[config.mk]
export PLATFORM = sky130hd
export DESIGN_NAME = rf_commit_buffer
export DESIGN_NICKNAME = d
export VERILOG_FILES = /design/src/rtl/commit_pkg.sv /design/src/rtl/rf_commit_buffer_wrap_ptr.sv /design/src/rtl/rf_commit_buffer.sv
export SDC_FILE = /design/constraint.sdc
export NUM_CORES = 1
export LEC_CHECK = 0
export ABC_CLOCK_PERIOD_IN_PS = 3470
export CAP_MARGIN = 20
export CORE_MARGIN = 4
export CORE_UTILIZATION = 61
export CTS_CLUSTER_DIAMETER = 100
export CTS_CLUSTER_SIZE = 12
export DETAILED_ROUTE_END_ITERATION = 8
export PLACE_DENSITY = 0.83
export SLEW_MARGIN = 20
export SYNTH_ARGS = -nofsm -noshare
export SYNTH_HDL_FRONTEND = slang
export SYNTH_SLANG_ARGS = --single-unit
export TNS_END_PERCENT = 10
[constraint.sdc]
create_clock -name clock -period 3.47 [get_ports clock]
set_input_delay 0.694 -clock clock [delete_from_list [all_inputs] [get_ports clock]]
set_output_delay 0.694 -clock clock [all_outputs]
set_load 0.03 [all_outputs]
[src/rtl/commit_pkg.sv]
// Shared types and defaults for the in-order commit buffer.
// Latency: n/a (declarations only).
// Backpressure: n/a.
package commit_pkg;

  // Default geometry of the buffer and the register file it writes.
  localparam int DEPTH_DEF          = 8;
  localparam int REG_ADDR_WIDTH_DEF = 5;
  localparam int DATA_WIDTH_DEF     = 32;

  // Architectural x0 is hard-wired to zero; writes to it are suppressed.
  localparam int X0_ADDR = 0;

  // One buffer slot at default widths:
  //   valid - slot holds an allocated, not yet retired instruction
  //   done  - its result has been written back
  //   rd    - destination register
  //   data  - result value
  typedef struct packed {
    logic                          valid;
    logic                          done;
    logic [REG_ADDR_WIDTH_DEF-1:0] rd;
    logic [DATA_WIDTH_DEF-1:0]     data;
  } commit_entry_t;

endpackage

[src/rtl/rf_commit_buffer_wrap_ptr.sv]
// Circular-buffer pointer: index bits plus one wrap bit above them.
// Latency: new value visible the cycle after inc/clr is sampled.
// Backpressure: none; caller gates inc. clr wins over inc.
module wrap_ptr #(
  parameter int PTR_WIDTH = 4
) (
  input  logic                 clock,
  input  logic                 reset,
  input  logic                 clr,
  input  logic                 inc,
  output logic [PTR_WIDTH-1:0] ptr
);

  logic [PTR_WIDTH-1:0] ptr_q;
  logic [PTR_WIDTH-1:0] ptr_d;

  // Next pointer: clear first, otherwise a plain increment. Because the
  // buffer depth is a power of two, natural overflow of the index bits
  // carries into the wrap bit, toggling it once per lap.
  always_comb begin
    ptr_d = ptr_q;
    if (clr) begin
      ptr_d = '0;
    end else if (inc) begin
      ptr_d = ptr_q + PTR_WIDTH'(1);
    end
  end

  // Pointer register.
  always_ff @(posedge clock or negedge reset) begin
    if (!reset) begin
      ptr_q <= '0;
    end else begin
      ptr_q <= ptr_d;
    end
  end

  assign ptr = ptr_q;

endmodule

[src/rtl/rf_commit_buffer.sv]
// In-order retirement buffer driving the register-file write port.
// Latency: writeback at edge N -> retire at edge N+1 -> rf_wen high after N+1.
// Backpressure: alloc_ready = !full from current occupancy; no early slot reuse.
module rf_commit_buffer
  import commit_pkg::*;
#(
  parameter int DEPTH          = DEPTH_DEF,
  parameter int REG_ADDR_WIDTH = REG_ADDR_WIDTH_DEF,
  parameter int DATA_WIDTH     = DATA_WIDTH_DEF,
  parameter int TAG_WIDTH      = $clog2(DEPTH)
) (
  input  logic                      clock,
  input  logic                      reset,
  input  logic                      alloc_valid,
  input  logic [REG_ADDR_WIDTH-1:0] alloc_rd,
  output logic                      alloc_ready,
  output logic [TAG_WIDTH-1:0]      alloc_tag,
  input  logic                      wb_valid,
  input  logic [TAG_WIDTH-1:0]      wb_tag,
  input  logic [DATA_WIDTH-1:0]     wb_data,
  input  logic                      flush,
  output logic                      rf_wen,
  output logic [REG_ADDR_WIDTH-1:0] rf_waddr,
  output logic [DATA_WIDTH-1:0]     rf_wdata,
  output logic                      commit_valid,
  output logic [TAG_WIDTH:0]        count
);

  localparam int PTR_WIDTH = TAG_WIDTH + 1;

  // Same field layout as commit_entry_t, but sized by this instance's
  // parameters so non-default register/data widths stay exact.
  typedef struct packed {
    logic                      valid;
    logic                      done;
    logic [REG_ADDR_WIDTH-1:0] rd;
    logic [DATA_WIDTH-1:0]     data;
  } entry_t;

  logic [PTR_WIDTH-1:0] head_ptr;
  logic [PTR_WIDTH-1:0] tail_ptr;
  logic [TAG_WIDTH-1:0] head_idx;
  logic [TAG_WIDTH-1:0] tail_idx;
  logic                 empty;
  logic                 full;
  logic                 alloc_fire;
  logic                 retire_fire;
  entry_t               head_ent;

  entry_t ent_q [DEPTH];
  entry_t ent_d [DEPTH];

  logic                      commit_valid_q;
  logic                      commit_valid_d;
  logic                      rf_wen_q;
  logic                      rf_wen_d;
  logic [REG_ADDR_WIDTH-1:0] rf_waddr_q;
  logic [REG_ADDR_WIDTH-1:0] rf_waddr_d;
  logic [DATA_WIDTH-1:0]     rf_wdata_q;
  logic [DATA_WIDTH-1:0]     rf_wdata_d;

  // Head and tail pointers; flush returns both to slot 0 with wrap bit 0.
  wrap_ptr #(
    .PTR_WIDTH (PTR_WIDTH)
  ) u_head_ptr (
    .clock (clock),
    .reset (reset),
    .clr   (flush),
    .inc   (retire_fire),
    .ptr   (head_ptr)
  );

  wrap_ptr #(
    .PTR_WIDTH (PTR_WIDTH)
  ) u_tail_ptr (
    .clock (clock),
    .reset (reset),
    .clr   (flush),
    .inc   (alloc_fire),
    .ptr   (tail_ptr)
  );

  assign head_idx = head_ptr[TAG_WIDTH-1:0];
  assign tail_idx = tail_ptr[TAG_WIDTH-1:0];

  // Equal pointers mean empty; equal indices on different laps mean full.
  assign empty = (head_ptr == tail_ptr);
  assign full  = (head_idx == tail_idx) &&
                 (head_ptr[TAG_WIDTH] != tail_ptr[TAG_WIDTH]);

  // Pointer difference is the occupancy; modular arithmetic over the
  // extra wrap bit yields 0..DEPTH without ambiguity.
  assign count = tail_ptr - head_ptr;

  assign alloc_ready = !full;
  assign alloc_tag   = tail_idx;
  assign alloc_fire  = alloc_valid && alloc_ready;

  assign head_ent    = ent_q[head_idx];
  assign retire_fire = !empty && head_ent.valid && head_ent.done;

  // Entry update: flush wipes everything; otherwise apply allocation,
  // then writeback, then retirement. Writeback looks at the registered
  // valid bit, so a result aimed at the slot being allocated this cycle
  // is dropped, and clearing the retiring head last makes a late
  // writeback to that slot harmless.
  always_comb begin
    ent_d = ent_q;
    if (flush) begin
      for (int i = 0; i < DEPTH; i++) begin
        ent_d[i] = '0;
      end
    end else begin
      if (alloc_fire) begin
        ent_d[tail_idx].valid = 1'b1;
        ent_d[tail_idx].done  = 1'b0;
        ent_d[tail_idx].rd    = alloc_rd;
        ent_d[tail_idx].data  = '0;
      end
      if (wb_valid && ent_q[wb_tag].valid) begin
        ent_d[wb_tag].done = 1'b1;
        ent_d[wb_tag].data = wb_data;
      end
      if (retire_fire) begin
        ent_d[head_idx] = '0;
      end
    end
  end

  // Entry storage.
  always_ff @(posedge clock or negedge reset) begin
    if (!reset) begin
      for (int i = 0; i < DEPTH; i++) begin
        ent_q[i] <= '0;
      end
    end else begin
      for (int i = 0; i < DEPTH; i++) begin
        ent_q[i] <= ent_d[i];
      end
    end
  end

  // Register-file port: pulse on retirement, x0 retires without a write.
  // Address and data hold between retirements.
  always_comb begin
    commit_valid_d = 1'b0;
    rf_wen_d       = 1'b0;
    rf_waddr_d     = rf_waddr_q;
    rf_wdata_d     = rf_wdata_q;
    if (retire_fire && !flush) begin
      commit_valid_d = 1'b1;
      rf_wen_d       = (head_ent.rd != REG_ADDR_WIDTH'(X0_ADDR));
      rf_waddr_d     = head_ent.rd;
      rf_wdata_d     = head_ent.data;
    end
  end

  // Output registers; async reset clears them without waiting for a clock.
  always_ff @(posedge clock or negedge reset) begin
    if (!reset) begin
      commit_valid_q <= 1'b0;
      rf_wen_q       <= 1'b0;
      rf_waddr_q     <= '0;
      rf_wdata_q     <= '0;
    end else begin
      commit_valid_q <= commit_valid_d;
      rf_wen_q       <= rf_wen_d;
      rf_waddr_q     <= rf_waddr_d;
      rf_wdata_q     <= rf_wdata_d;
    end
  end

  assign commit_valid = commit_valid_q;
  assign rf_wen       = rf_wen_q;
  assign rf_waddr     = rf_waddr_q;
  assign rf_wdata     = rf_wdata_q;

endmodule
==> impl_metrics.tcl <==
set metrics [dict create \
    p_per_area_nw_per_um2 406 \
    start_util 0.625 \
    track_usage 0.357 \
    crit_fanout 10 \
    area_growth_pct 11.8 \
    layout_min_cycle_time_ns 3.33 \
    netlist_area_um2 18100 \
    hold_path_class "input pin to asynchronous set/reset pin" \
    cts-buffers-inserted 35 \
    antenna_found_initial 0 \
    cts_tree "built" \
    path_cells "inv_1 -> ha_1 -> fa_1 -> inv_1 -> clkdlybuf4s50_1" \
    worstPathArrival_ns 2.63 \
    nets 1897 \
    critical_path_class "flip-flop to output port" \
    fillers 2113 \
    grt_max_degree 97 \
    crit_required_ns 2.78 \
    worst_path_largest_cell_delay_ns 0.67 \
    cts_sinks 359 \
    ant_nets 0 \
    max_freq_mhz 301 \
    core_area_um2 29000 \
    cts_setup_buffers 0 \
    num_vias 16705 \
    antenna_cells 0 \
    fin_cells 2230 \
    wl_per_cell_um 26.7 \
    dr.pass1.iters 7 \
    power_uw 8230 \
    h-tree-depth 2 \
    critPathTopFamily "buffers and inverters" \
    final_util 0.698 \
    dp_cells 2193 \
    r2r_setup_slack_ns 0.69 \
    synth_edf_count 0 \
    maxCapViolCount 0 \
    met3_usage 0.0999 \
    clock_path_buffers 3 \
    rows 62 \
    ys_ff_latch 359 \
    endpoint_kind "output port" \
    setup_viol 0 \
    grt_pass1_wl_um 94500 \
    portBuffers 91 \
    remaining_drc_errors 0 \
    critical_path_depth 5 \
    maxSlewViolCount 0 \
    r2r_end "rf_wdata[24]$_DFFE_PN0P_" \
    drive_above_1_share 0.123 \
    startpoint "u_tail_ptr.ptr[0]$_DFFE_PN0P_" \
    status "finished clean" \
    fin_crit_sh 0.959 \
    synth_area_per_cell_um2 9.56 \
    path_common_cell "inv_1" \
    routed_wl_um 59600 \
    async_flop_share 1.00 \
    grt_pass1_vias 17241 \
    dpl.hpwl_um 32800 \
    area.sequential_um2 8980 \
    viasPerCell 7.49 \
    met2_usage 0.545 \
    worst-slew-pin-transition_ns 0.929 \
    cts_resized 0 \
    synth_fp_nets 1946 \
    clk_latency_ns 0.53 \
    maxSlewHeadroom 0.381 \
    pin_count 92 \
    skew_ns 0.0254 \
    dieArea_um2 32500 \
    root_buffer "clkbuf_16" \
    die_y_um 180 \
    gp_congestion 0.858 \
    met1_usage 0.467 \
    die_w_um 180 \
    dr.first_iter.drc_count 2379 \
    finalHoldViolations 0 \
    yosysSeqAreaShare 0.496 \
    vdd_drop_max_v 0.000465 \
    critPathLaunchType "flip-flop" \
    r2r-start "u_tail_ptr.ptr[0]$_DFFE_PN0P_" \
    postCtsHoldBufs 0 \
    grt.busiest_layer "met2" \
    cp_slowest_cell "clkdlybuf4s50_1" \
    stdcell_area_um2 20300 \
    synth_cells 1895 \
    rsz0062_at_grt "false" \
    path_buf_inv 3 \
    yosysWarnings 0 \
    crit_end "count[1]" \
    ys.flop_type "dfrtp_1" \
    placed_area_um2 19400 \
    reg2reg_depth 8 \
    multi_input_area_um2 8140 \
    ys_types 68 \
    p_leak_uw 0.00800 \
    fin_tns_setup_ns 0 \
    globalRouteOverflowTotal 0 \
    clk_pin_slew_worst_paths_ns 0.06 \
]
==> synthesized netlist by cell type (3+ instances only) <==
master / instances / area, µm²
dfrtp_1: 359 / 8980
nand3_1: 279 / 1400
a21oi_1: 273 / 1370
o211ai_1: 176 / 1320
clkbuf_1: 146 / 548
nand2_1: 130 / 488
a22oi_1: 107 / 803
buf_2: 60 / 300
nor2_1: 45 / 169
buf_1: 35 / 131
mux2_2: 35 / 394
mux2i_1: 29 / 290
a21oi_2: 20 / 175
o211ai_2: 20 / 250
nand4_1: 19 / 119
inv_1: 15 / 56.3
a221oi_1: 13 / 114
a22o_1: 13 / 114
buf_6: 9 / 101
mux2_1: 7 / 78.8
o21ai_1: 7 / 35.0
ha_1: 5 / 62.6
nor2b_1: 5 / 31.3
nor3_1: 5 / 25.0
a222oi_1: 4 / 40.0
buf_4: 4 / 30.0
nand2b_1: 4 / 25.0
nor3b_1: 4 / 30.0
or3_1: 4 / 25.0
xnor2_1: 4 / 35.0
a32oi_1: 3 / 26.3
and2_1: 3 / 18.8
nand3b_1: 3 / 22.5
nor4_1: 3 / 18.8
o21ai_0: 3 / 15.0
o41a_1: 3 / 33.8
or4_1: 3 / 22.5
==> cell families (layout without fill, tap and decap cells) <==
| group | Yosys count | after routing | share of synthesized area |
|---|---|---|---|
| AO/OA/AOI/OAI | 662 | 662 | 0.249 |
| XOR/XNOR | 6 | 6 | 0.00290 |
| buffers and inverters | 271 | 222 | 0.0648 |
| adder cells (fa/ha/maj) | 6 | 6 | 0.00456 |
| flip-flops | 359 | 359 | 0.496 |
| AND/OR/NAND/NOR | 517 | 517 | 0.137 |
| multiplexers | 74 | 74 | 0.0454 |
==> how the worst min path moves through the flow <==
stage,from,end,depth (start not counted)
floorplan,reset,commit_valid$_DFF_PN0_,0
finish,reset,ent_q[34]$_DFF_PN0_,1
CTS,reset,rf_waddr[1]$_DFFE_PN0P_,1
global placement,rf_wdata[30]$_DFFE_PN0P_,rf_wdata[30]$_DFFE_PN0P_,1
detailed placement,rf_wdata[28]$_DFFE_PN0P_,rf_wdata[28]$_DFFE_PN0P_,1
global route,reset,rf_waddr[1]$_DFFE_PN0P_,1
==> final cells by class <==
type                    instances  area share
flip-flops and latches        359       0.443
multi-input cells            1265       0.402
repair buffers                168      0.0845
clock buffers                  36      0.0434
well taps                     384      0.0237
inverters                      17     0.00315
clock inverters                 1    0.000432
==> metrics by stage <==
stage          setup slack (ns)  hold WS, ns
3_3_place_gp              0.399        0.467
6_report                  0.144        0.145
5_1_grt                  0.0686        0.199
3_5_place_dp              0.312        0.474
4_1_cts                   0.147        0.174
2_1_floorplan             0.532        0.398
==> state kept, by name, summed over array words and instances (netlist names) <==
register	flops
rf_waddr	5
commit_valid	1
u_tail_ptr.ptr	4
rf_wen	1
u_head_ptr.ptr	4
rf_wdata	32
ent_q	312
==> cell usage in the layout (no fill, tap or decap), drive strengths merged, types with 4 or more instances in the layout <==
cell,Yosys,routed
mux2,42,42
nor3,6,6
nor2,45,45
nand2,130,130
buf,108,81
xnor2,4,4
nand4,19,19
inv,17,18
clkdlybuf4s50,0,87
clkbuf,146,36
a221oi,13,13
nand3,279,279
a22o,13,13
o21ai,10,10
nor3b,5,5
ha,5,5
o211ai,196,196
dfrtp,359,359
nand2b,4,4
nor2b,6,6
a21oi,293,293
a222oi,4,4
a22oi,107,107
mux2i,30,30
or3,4,4
==> report_power, final <==
group | total (µW) | switching [µW] | internal, µW
clock | 3340 | 1550 | 1790
sequential | 4230 | 19.1 | 4210
combinational | 670 | 514 | 156
==> metal layers <==
layer	vias up	wire length (µm)
met1	8056	21300
met3	351	8130
met4	0	3420
met2	1426	26800
met5	-	0
li1	6872	-
Note: power is estimated with default switching activity, not from simulation.
